--- config.mk ---
export PLATFORM = sky130hd
export DESIGN_NAME = lane_arbiter
export DESIGN_NICKNAME = d
export VERILOG_FILES = /design/src/rtl/lane_arb_pkg.sv /design/src/rtl/rr_picker.sv /design/src/rtl/lane_arbiter.sv
export SDC_FILE = /design/constraint.sdc
export NUM_CORES = 1
export LEC_CHECK = 0
export BUFFER_PORTS_ARGS = -buffer_cell sky130_fd_sc_hd__buf_4
export CAP_MARGIN = 25
export CORE_MARGIN = 2
export CORE_UTILIZATION = 46
export DETAILED_ROUTE_END_ITERATION = 12
export PLACE_DENSITY = 0.86
export SLEW_MARGIN = 20
export SYNTH_ARGS = -nofsm -noshare
export SYNTH_HDL_FRONTEND = slang
export SYNTH_SLANG_ARGS = --single-unit
export TNS_END_PERCENT = 30
--- constraint.sdc ---
create_clock -name clock -period 2.25 [get_ports clock]
set_input_delay 0.225 -clock clock [delete_from_list [all_inputs] [get_ports clock]]
set_output_delay 0.225 -clock clock [all_outputs]
set_load 0.005 [all_outputs]
--- src/rtl/lane_arb_pkg.sv ---
// -----------------------------------------------------------------------------
// lane_arb_pkg
// Shared definitions for the lane arbiter slice:
//   - laneState_t   : arbiter FSM state encoding (IDLE / DRIVE / RESP)
//   - DEFAULT_WIDTH : default lane data width
//   - id_width(n)   : width of a requester index for n requesters (min 1 bit)
// -----------------------------------------------------------------------------
package lane_arb_pkg;

  localparam int DEFAULT_WIDTH = 32;

  typedef enum logic [1:0] {
    IDLE  = 2'd0,
    DRIVE = 2'd1,
    RESP  = 2'd2
  } laneState_t;

  // A single requester still needs a 1-bit ID port so resp_id is never zero-width.
  function automatic int id_width(input int n);
    return (n <= 1) ? 1 : $clog2(n);
  endfunction

endpackage

--- src/rtl/rr_picker.sv ---
// -----------------------------------------------------------------------------
// rr_picker
// Combinational cyclic priority picker. Selects the first set bit of reqVec
// at or after rrPtr, wrapping from N_REQ-1 back to 0.
//
// Ports:
//   reqVec      in  N_REQ  request vector
//   rrPtr       in  ID_W   index with highest priority (must be < N_REQ)
//   grantOneHot out N_REQ  one-hot grant, all zero when nothing requested
//   grantIdx    out ID_W   encoded grant index (0 when nothing requested)
//   any         out 1      at least one request bit is set
// -----------------------------------------------------------------------------
module rr_picker
  import lane_arb_pkg::*;
#(
  parameter int N_REQ = 4,
  parameter int ID_W  = id_width(N_REQ)
) (
  input  logic [N_REQ-1:0] reqVec,
  input  logic [ID_W-1:0]  rrPtr,
  output logic [N_REQ-1:0] grantOneHot,
  output logic [ID_W-1:0]  grantIdx,
  output logic             any
);

  // candIdx[k] is the requester sitting k places after rrPtr; rotReq[k] is
  // its request bit, so priority is simply "lowest k wins".
  logic [ID_W-1:0]  candIdx [N_REQ];
  logic [N_REQ-1:0] rotReq;

  for (genvar gi = 0; gi < N_REQ; gi++) begin : g_rotate
    // One extra bit so rrPtr + gi cannot overflow before the modulo fold.
    logic [ID_W:0] sum;
    assign sum = {1'b0, rrPtr} + (ID_W+1)'(gi);
    // rrPtr < N_REQ and gi < N_REQ, so a single subtraction is a full modulo.
    assign candIdx[gi] = (sum >= (ID_W+1)'(N_REQ)) ? ID_W'(sum - (ID_W+1)'(N_REQ))
                                                    : ID_W'(sum);
    assign rotReq[gi]  = reqVec[candIdx[gi]];
  end

  // Scan from the farthest candidate down so the nearest one is written last.
  always_comb begin
    grantIdx = '0;
    any      = 1'b0;
    for (int k = N_REQ - 1; k >= 0; k--) begin
      if (rotReq[k]) begin
        grantIdx = candIdx[k];
        any      = 1'b1;
      end
    end
  end

  for (genvar gi = 0; gi < N_REQ; gi++) begin : g_onehot
    assign grantOneHot[gi] = any && (grantIdx == ID_W'(gi));
  end

endmodule

--- src/rtl/lane_arbiter.sv ---
// -----------------------------------------------------------------------------
// lane_arbiter
// Round-robin arbiter sharing one passthrough lane between N_REQ requesters.
// A request is accepted in IDLE, its word is presented on lane_in, the lane's
// combinational reply is sampled one cycle later (DRIVE), and the sampled word
// is offered on the response port (RESP) until consumed.
//
// Ports:
//   clock       in  1            clock
//   reset       in  1            synchronous, active-low reset
//   req_valid   in  N_REQ        per-requester request valid
//   req_data    in  N_REQ*WIDTH  per-requester word, slice i = requester i
//   req_ready   out N_REQ        accept strobe, one-hot or zero
//   lane_in     out WIDTH        word driven into the passthrough
//   lane_out    in  WIDTH        passthrough reply (combinational of lane_in)
//   resp_valid  out 1            response available
//   resp_ready  in  1            response consumer ready
//   resp_id     out ID_W         requester being answered
//   resp_data   out WIDTH        sampled lane_out
//   mismatch    out 1            sticky: a sampled reply differed from lane_in
//   busy        out 1            FSM not in IDLE
// -----------------------------------------------------------------------------
module lane_arbiter
  import lane_arb_pkg::*;
#(
  parameter int N_REQ = 4,
  parameter int WIDTH = DEFAULT_WIDTH,
  parameter int ID_W  = id_width(N_REQ)
) (
  input  logic                   clock,
  input  logic                   reset,
  input  logic [N_REQ-1:0]       req_valid,
  input  logic [N_REQ*WIDTH-1:0] req_data,
  output logic [N_REQ-1:0]       req_ready,
  output logic [WIDTH-1:0]       lane_in,
  input  logic [WIDTH-1:0]       lane_out,
  output logic                   resp_valid,
  input  logic                   resp_ready,
  output logic [ID_W-1:0]        resp_id,
  output logic [WIDTH-1:0]       resp_data,
  output logic                   mismatch,
  output logic                   busy
);

  laneState_t       stateReg;
  laneState_t       stateNext;
  logic [ID_W-1:0]  rrPtrReg;
  logic [ID_W-1:0]  curIdReg;
  logic [ID_W-1:0]  respIdReg;
  logic [WIDTH-1:0] holdReg;
  logic [WIDTH-1:0] respDataReg;
  logic             mismatchReg;

  logic [N_REQ-1:0] grantOneHot;
  logic [ID_W-1:0]  grantIdx;
  logic             grantAny;
  logic [ID_W-1:0]  ptrAfterCur;

  // Unpack the flat request bus so the granted word can be selected by index.
  logic [WIDTH-1:0] reqWord [N_REQ];
  for (genvar gi = 0; gi < N_REQ; gi++) begin : g_unpack
    assign reqWord[gi] = req_data[gi*WIDTH +: WIDTH];
  end

  rr_picker #(
    .N_REQ (N_REQ),
    .ID_W  (ID_W)
  ) picker (
    .reqVec      (req_valid),
    .rrPtr       (rrPtrReg),
    .grantOneHot (grantOneHot),
    .grantIdx    (grantIdx),
    .any         (grantAny)
  );

  // The requester just served drops to lowest priority next round.
  assign ptrAfterCur = (curIdReg == ID_W'(N_REQ - 1)) ? '0 : curIdReg + ID_W'(1);

  // ---------------------------------------------------------------------------
  // FSM: state register
  // ---------------------------------------------------------------------------
  always_ff @(posedge clock) begin
    if (!reset) begin
      stateReg <= IDLE;
    end else begin
      stateReg <= stateNext;
    end
  end

  // ---------------------------------------------------------------------------
  // FSM: next-state logic
  // ---------------------------------------------------------------------------
  always_comb begin
    stateNext = stateReg;
    unique case (stateReg)
      IDLE:    if (grantAny)   stateNext = DRIVE;
      DRIVE:                   stateNext = RESP;
      RESP:    if (resp_ready) stateNext = IDLE;
      default:                 stateNext = IDLE;
    endcase
  end

  // ---------------------------------------------------------------------------
  // FSM: outputs
  // ---------------------------------------------------------------------------
  always_comb begin
    req_ready  = '0;
    // Gate with reset so no requester sees an accept that the reset discards.
    if ((stateReg == IDLE) && reset) begin
      req_ready = grantOneHot;
    end
    resp_valid = (stateReg == RESP);
    busy       = (stateReg != IDLE);
  end

  // ---------------------------------------------------------------------------
  // Datapath: held word, response capture, sticky mismatch, round-robin pointer
  // ---------------------------------------------------------------------------
  always_ff @(posedge clock) begin
    if (!reset) begin
      rrPtrReg    <= '0;
      curIdReg    <= '0;
      holdReg     <= '0;
      respDataReg <= '0;
      respIdReg   <= '0;
      mismatchReg <= 1'b0;
    end else begin
      unique case (stateReg)
        IDLE: begin
          if (grantAny) begin
            holdReg  <= reqWord[grantIdx];
            curIdReg <= grantIdx;
          end
        end
        DRIVE: begin
          // lane_in has been stable since the accept edge, so lane_out has
          // had a full cycle to settle before it is captured here.
          respDataReg <= lane_out;
          respIdReg   <= curIdReg;
          if (lane_out != holdReg) begin
            mismatchReg <= 1'b1;
          end
        end
        RESP: begin
          if (resp_ready) begin
            rrPtrReg <= ptrAfterCur;
          end
        end
        default: begin
        end
      endcase
    end
  end

  // The lane keeps seeing the last accepted word until the next accept.
  assign lane_in   = holdReg;
  assign resp_data = respDataReg;
  assign resp_id   = respIdReg;
  assign mismatch  = mismatchReg;

endmodule

==> flow_summary.ini <==
[yosys]
synth.distinct_cells = 34
ys_seq_area_frac = 0.384
syn_inst = 418
synth_nets = 586
ys_ff_latch = 73
synth-edff-count = 0
ys_warn_count = 0
ys_top_cells_by_area = dfxtp_1 (38%), mux2i_1 (17%), nand2_1 (10%)
synth_ff_type = dfxtp_1
synth.cell_area_sq_mm = 0.00380
synth.top_cell.area_share = 0.384
avgSynthCellArea_sq_um = 9.10
yosysTopAreaCell = dfxtp_1
postSynth.asyncResetShare = 0

[critical_path]
reg2reg_from = rrPtrReg[0]
endpoint_kind = output port
path_max_fanout = 10
cp.required_ps = 2030
r2r_end = lane_in[10]
worst_setup_path_start_kind = flip-flop
cp_data_arrival_time_ps = 1840
r2r_cells = 7
crit_type = reg2out
ff2ff_setup_slack_ps = 450

[routing]
firstDrtPassIters = 4
viasPerCell = 5.40
drc_errors = 0
drt_iter0_drc = 194
drtAntennaViolNets = 0
wl_per_cell_um = 18.0
num_vias = 4091
wirelength_mm = 13.6

[sta]
setup_viol = 0
timing.fmax_ghz = 0.485
finClkSkew_ps = 19.1
rsz0062_at_grt = no
worstMarginPinSlew_ps = 386
relSlewSlack = 0.741
fin_crit_sh = 0.917
fin_setup_tns_ps = 0
period_minus_slack_ps = 2060
hold_viol = 0
finalMaxSlewViolations = 0

[floorplan]
rows = 33
die_w_um = 94.9
fp.dieH_um = 94.9
boundaryPins = 240
dieArea_sq_mm = 0.00901
core_sq_mm = 0.00813
start_util = 0.468

[pwr]
irDropWorstVdd_mv = 0.369
finalPower_mw = 3.80
power_leakage_nw = 2.85
power_density_mw_per_mm2 = 642

[cts]
cts_buffers = 9
cts_tree = built
clk_path_buf_depth = 2
cts.sinks = 73
clock_latency_ps = 360
cts_root_buffer = clkbuf_8
path_clk_slew_ps = 90
h-tree-depth = 3
cts_hold_buf = 0

[cells_and_area]
drive_gt1_frac = 0.424
layout_commonest_cell = buf_4
area_growth_syn_to_layout_pct = 55.7
fin_nets = 816
n_antenna_cell = 0
layout_common_cells = buf_4 (247), nand2_1 (102), dfxtp_1 (73)

[hold_path]
worstHoldStart = lane_out[12]
holdPathStages = 3
hold_end = resp_data[12]
hold_class = in2reg

[place]
io_buffers = 239
gp_congestion = 0.876
hpwl_mm = 10.6

[grt]
grt-ovfl-total = 0
grt_antenna_before_repair = 0
grt_usage = 0.296
first_global_vias = 3973
grt_pass1_wl_mm = 20.2
grt_max_degree = 39

[flow_run]
maxCapViolCount = 0

[run_status]
outcome = complete, no violations
## where the power goes
| group | switching [mW] | leakage, nW | internal, mW | total (mW) |
|---|---|---|---|---|
| Clock | 0.543 | 0.106 | 0.634 | 1.18 |
| Combinational | 0.454 | 2.15 | 0.604 | 1.06 |
| Sequential | 0.144 | 0.600 | 1.42 | 1.57 |
## logic make-up (layout without fill, tap and decap cells)
family | Yosys count | in the layout | synth area share
AOI/OAI and AO/OA | 80 | 80 | 0.169
xor gates and xnor gates | 32 | 32 | 0.0737
adders and majority gates | 1 | 1 | 0.00329
buffers and inverters | 35 | 270 | 0.0497
DFF | 73 | 73 | 0.384
muxes | 65 | 65 | 0.171
and+or+nand+nor | 132 | 132 | 0.150
## stage by stage
stage / cell area, sq um / setup WS [ps] / util / std cells / hold WS, ps
final: 5930 / 186 / 0.729 / 758 / 129
after global routing: 5930 / 57.9 / 0.729 / 758 / 137
after CTS: 5920 / 77.7 / 0.728 / 758 / 127
after detailed placement: 5670 / 253 / 0.697 / 739 / 458
after global placement: 5670 / 343 / 0.697 / 739 / 451
after floorplan: 3800 / 695 / - / 418 / 370
## cells in the mapped netlist, types with 2 or more instances
cell type / instances
a21boi_0: 35
a21oi_1: 3
a221oi_2: 2
buf_2: 10
buf_4: 2
buf_6: 5
clkbuf_1: 14
dfxtp_1: 73
inv_1: 3
mux2i_1: 65
nand2_1: 103
nand2b_1: 2
nand4_1: 8
nor2_1: 2
nor2b_1: 7
nor4_1: 2
o21a_1: 2
o21ai_0: 2
o221ai_1: 32
xnor2_1: 32
## worst max-delay path, cell delays in order, from the launching register on
cell	delay, ps
dfxtp_1	360
inv_2	70
a21o_1	160
a22oi_1	340
nand2b_2	350
nor2b_1	80
buf_4	140
## state kept, by name, indices dropped and copies added (netlist names)
name,count
curIdReg,2
lane_in,32
mismatch,1
resp_data,32
resp_id,2
rrPtrReg,2
stateReg,2
## area by class of cell
type | instances | area [sq um]
inverter | 4 | 15.0
fill | 636 | 2210
sequential | 73 | 1460
clock inverter | 7 | 101
multi-input combinational | 310 | 2180
tap | 105 | 131
timing repair buffer | 250 | 1910
clock buffer | 9 | 124
## worst max path at each step
stage / end / depth (start not counted) / start
6_report: req_ready[0] / 6 / rrPtrReg[0]
5_1_grt: req_ready[3] / 6 / stateReg[1]
4_1_cts: req_ready[0] / 6 / stateReg[1]
3_5_place_dp: lane_in[23] / 7 / req_valid[3]
3_3_place_gp: lane_in[8] / 7 / req_valid[3]
2_1_floorplan: req_ready[1] / 7 / stateReg[1]
## per-layer routing
metal / global-route usage / vias up / wire (um) / part of all wire
met5: 0 / - / 0 / 0
met4: 0.124 / 0 / 395 / 0.029
met3: 0.0319 / 32 / 779 / 0.057
met2: 0.500 / 193 / 6880 / 0.50
met1: 0.384 / 1924 / 5580 / 0.41
li1: - / 1942 / - / -
## what timing repair did
action / in CTS / in global routing
resized for setup: 0 / 2
pin swaps: 1 / 0
setup endpoints to repair: 1 / 3
buffers inserted: 3 / 0
Power figures use the tool's default switching activity.
